===== src/rtl/fnd_scan_ctrl.sv =====
// Four-digit FND scan sequencer with frame-aligned double-buffered digit updates.
// Optional leading-zero blanking is enabled by defining FND_LZ_BLANK_EN.
module fnd_scan_ctrl #(
  parameter int SYS_CLK_HZ = 100_000_000,
  parameter int SCAN_HZ    = 4_000,
  parameter int DIV        = SYS_CLK_HZ / SCAN_HZ
) (
  input  logic        i_clk,
  input  logic        i_reset,
  input  logic [15:0] i_bcd,
  input  logic        i_load,
  output logic        o_pending,
  output logic [1:0]  o_digitsel,
  output logic [3:0]  o_outdigit,
  output logic [3:0]  o_bcd,
  output logic        o_blank,
  output logic        o_frame_tick
);

  localparam int PW = (DIV > 2) ? $clog2(DIV) : 1;

  logic [PW-1:0] presc;
  logic [15:0]   active, shadow;
  logic          scan_tick, fb;

  assign scan_tick = (presc == PW'(DIV - 1));
  assign fb        = scan_tick && (o_digitsel == 2'd3);

  always_ff @(posedge i_clk) begin
    if (i_reset) begin
      presc        <= '0;
      o_digitsel   <= 2'd0;
      active       <= 16'h0000;
      shadow       <= 16'h0000;
      o_pending    <= 1'b0;
      o_frame_tick <= 1'b0;
    end else begin
      presc        <= scan_tick ? '0 : presc + PW'(1);
      o_frame_tick <= fb;
      if (scan_tick) o_digitsel <= o_digitsel + 2'd1;
      // A load landing on the boundary bypasses the shadow and wins outright.
      if (fb) begin
        if (i_load) begin
          active    <= i_bcd;
          o_pending <= 1'b0;
        end else if (o_pending) begin
          active    <= shadow;
          o_pending <= 1'b0;
        end
      end else if (i_load) begin
        shadow    <= i_bcd;
        o_pending <= 1'b1;
      end
    end
  end

  assign o_bcd = active[4*o_digitsel +: 4];

  logic [3:0] anode;
  always_comb begin
    anode = 4'b1110;
    case (o_digitsel)
      2'd0: anode = 4'b1110;
      2'd1: anode = 4'b1101;
      2'd2: anode = 4'b1011;
      2'd3: anode = 4'b0111;
      default: anode = 4'b1110;
    endcase
  end

`ifdef FND_LZ_BLANK_EN
  logic [3:0] zero, lz;
  for (genvar k = 0; k < 4; k++) begin : g_zero
    assign zero[k] = (active[4*k +: 4] == 4'd0);
  end
  // A digit is a leading zero only if it and every digit above it are zero.
  assign lz[3] = zero[3];
  assign lz[2] = zero[2] & lz[3];
  assign lz[1] = zero[1] & lz[2];
  assign lz[0] = 1'b0;

  assign o_blank    = lz[o_digitsel];
  assign o_outdigit = o_blank ? 4'b1111 : anode;
`else
  assign o_blank    = 1'b0;
  assign o_outdigit = anode;
`endif

endmodule

===== config.mk =====
export PLATFORM = sky130hd
export DESIGN_NAME = fnd_scan_ctrl
export DESIGN_NICKNAME = d
export VERILOG_FILES = /design/src/rtl/fnd_scan_ctrl.sv
export SDC_FILE = /design/constraint.sdc
export NUM_CORES = 1
export LEC_CHECK = 0
export CORE_ASPECT_RATIO = 1.5
export CORE_MARGIN = 4
export CORE_UTILIZATION = 50
export DETAILED_ROUTE_END_ITERATION = 10
export PLACE_DENSITY = 0.81
export SKIP_LAST_GASP = 1
export SLEW_MARGIN = 0
export SYNTH_ARGS = -nofsm -noshare
export SYNTH_HDL_FRONTEND = slang
export SYNTH_SLANG_ARGS = --single-unit

===== constraint.sdc =====
create_clock -name i_clk -period 3 [get_ports i_clk]
set_input_delay 0.3 -clock i_clk [delete_from_list [all_inputs] [get_ports i_clk]]
set_output_delay 0.3 -clock i_clk [all_outputs]
set_load 0.05 [all_outputs]

==> impl_metrics.json <==
{
  "drive_gt1_share_pct": 7.69,
  "synth_edf_count": 0,
  "vias_per_cell": 5.23,
  "start_kind": "register",
  "hold_start": "shadow[1]",
  "cts_tree": "built",
  "grt_pass1_wl_mm": 8.59,
  "ir_drop_mv": 0.290,
  "fin_tns_setup_ns": 0,
  "highest_layer": "met4",
  "synth_cells": 274,
  "ys_seq_area_share_pct": 39.8,
  "r2r_start": "presc[11]",
  "syn_to_final_growth_pct": 17.7,
  "hold_violations": 0,
  "synth_warnings": 0,
  "wl_met2_mm": 2.44,
  "fin_util_pct": 61.8,
  "synth_area_per_cell_um2": 9.36,
  "slew_headroom_pct": 35.7,
  "rows": 31,
  "powerDensity_nw_per_um2": 435,
  "clk_pin_slew_ns": 0.09,
  "clock_latency_ns": 0.31,
  "diodes": 0,
  "cts-root-buf": "clkbuf_8",
  "first_pass_iters": 4,
  "critical_path.reg2reg.endpoint": "active[6]",
  "hold_class": "register to register",
  "grt_overflow": 0,
  "ios": 32,
  "period_needed_ns": 2.50,
  "hold_buffers": 0,
  "cts_setup_buffers": 0,
  "first_iter_violations": 98,
  "whs_endpoint": "shadow[1]",
  "clock-sinks": 51,
  "crit_arrival_ns": 2.20,
  "status": "completed",
  "grt_max_degree": 39,
  "ys_ff_latch": 51,
  "cts_resized": 0,
  "ys.flop_type": "dfxtp_1",
  "dr_wl_met3_um": 106,
  "coreArea_um2": 4890,
  "port_buffers": 30,
  "fmaxAchievable_mhz": 399,
  "place_congestion": 0.789,
  "rsz0062_at_grt": "no",
  "worstPathRequired_ns": 2.70,
  "skew_ns": 0.00763,
  "yosysUniqueCellTypes": 32,
  "wl_met1_mm": 2.26,
  "synthesis.nets": 299,
  "postRouteAntennaNets": 0,
  "design.die.area_um2": 6360,
  "die_h_um": 95.7,
  "r2r_setup_slack_ns": 0.74,
  "start_util_pct": 52.5,
  "cts_made_buffers": 5,
  "rr_worst_depth": 5,
  "grt_use_total_pct": 17.4,
  "vias": 1910,
  "grt_pass1_vias": 1883,
  "setup_viol": 0,
  "critPathKind": "register to output pin",
  "cap_viol_max_count": 0,
  "clk_path_buf_depth": 2,
  "cp-end-kind": "output pin",
  "async_flop_share_pct": 0,
  "drv_slew": 0,
  "post-route-drc-count": 0,
  "antenna_found_initial": 0,
  "wl_mm": 4.89,
  "final_nets": 323,
  "min_period_over_period_pct": 83.5,
  "hold_depth": 2,
  "place_hpwl_mm": 3.50,
  "syn_area_um2": 2560,
  "die_x_um": 66.5,
  "worst-slew-pin-transition_ns": 0.962,
  "ctsHtreeMaxLevel": 2,
  "post_drt_wl_per_cell_um": 13.4,
  "crit_path_max_fanout": 10,
  "power_leakage_nw": 1.10
}
-- layout by cell type (no fill, tap or decap), drive strengths merged --
master and instances:
nand3 6, buf 7, or4 19, nor2 17
nand2 6, o31ai 1, or3 3, o21ai 18
clkinv 1, bufinv 1, or4b 1, dfxtp 51
xnor2 10, clkbuf 6, ha 6, xor2 2
clkdlybuf4s50 30, conb 1, inv 10, a21boi 1
mux4 4, nor3 4, nor4 5, a21oi 3
nand4b 1, mux2i 32, a211oi 1, nand4 2
nand2b 50
-- sequential cells by signal, indices dropped and copies added, names as in the netlist --
register,count
o_frame_tick,1
o_digitsel,2
o_pending,1
presc,15
shadow,16
active,16
-- kinds of logic (layout without fill, tap and decap cells) --
family          after synthesis  after routing  share of synthesized area (%)
mux                          36             36                           16.0
xor+xnor                     12             12                           4.10
fa+ha+maj                     6              6                           2.93
simple gates                114            114                           26.6
other cells                   1              1                          0.146
buf+inv                      30             55                           5.46
flops                        51             51                           39.8
compound gates               24             24                           4.98
-- layout make-up --
class,count,area (µm²)
inverters,10,37.5
repair buffers,37,353
clock inverters,2,35.0
multi-input cells,193,1410
well taps,66,82.6
flip-flops and latches,51,1020
fillers,431,1870
clock buffers,6,82.6
-- through the flow --
| step | total power [mW] | area [µm²] | setup WS [ns] | hold slack [ns] | std cells |
|---|---|---|---|---|---|
| after global routing | 1.37 | 3020 | 0.386 | 0.496 | 365 |
| after CTS | 1.33 | 3020 | 0.454 | 0.480 | 365 |
| final | 1.31 | 3020 | 0.496 | 0.478 | 365 |
| after global placement | 0.835 | 2900 | 0.769 | 0.457 | 357 |
| after detailed placement | 0.837 | 2900 | 0.746 | 0.465 | 357 |
| after floorplan | 0.793 | 2560 | 0.748 | 0.441 | 274 |
-- cell usage after synthesis (3+ instances only) --
master / instances / share of area (%)
buf_2: 3 / 0.59
nor3_1: 4 / 0.78
or4_1: 18 / 5.3
nand2b_1: 50 / 12
dfxtp_1: 51 / 40
clkbuf_1: 13 / 1.9
xnor2_1: 10 / 3.4
mux2i_1: 32 / 12
nor2_1: 17 / 2.5
nand3_1: 6 / 1.2
nor4_1: 5 / 1.2
o21ai_0: 18 / 3.5
mux4_2: 4 / 3.5
nand2_1: 6 / 0.88
inv_1: 10 / 1.5
ha_1: 6 / 2.9
a21oi_1: 3 / 0.59
-- worst max-delay path by stage --
stage                   from         to  slack [ns]  cells past startpoint
2_1_floorplan      presc[11]  active[0]        0.75                      6
3_3_place_gp       presc[11]  active[2]        0.77                      4
3_5_place_dp       presc[11]  active[2]        0.75                      4
4_1_cts        o_digitsel[0]   o_bcd[3]        0.45                      2
5_1_grt        o_digitsel[0]   o_bcd[3]        0.39                      2
6_report       o_digitsel[0]   o_bcd[3]        0.50                      2
-- critical path, cell delays in order, from the launching register on --
cell and delay [ns]:
dfxtp_1 0.62, mux4_2 0.57, clkdlybuf4s50_1 0.71
-- metal layers --
layer  vias up  global-route usage [%]
met5         -                       0
met3         7                    3.15
met2        17                    28.7
met4         0                    7.12
met1       900                    22.3
li1        986                       -
-- where the power goes --
| part | internal (mW) | total (mW) | switching [mW] |
|---|---|---|---|
| Clock | 0.270 | 0.493 | 0.223 |
| Combinational | 0.0622 | 0.115 | 0.0532 |
| Sequential | 0.694 | 0.705 | 0.0110 |
| Total | 1.03 | 1.31 | 0.287 |
No activity file was read; power rests on OpenSTA's default activity.
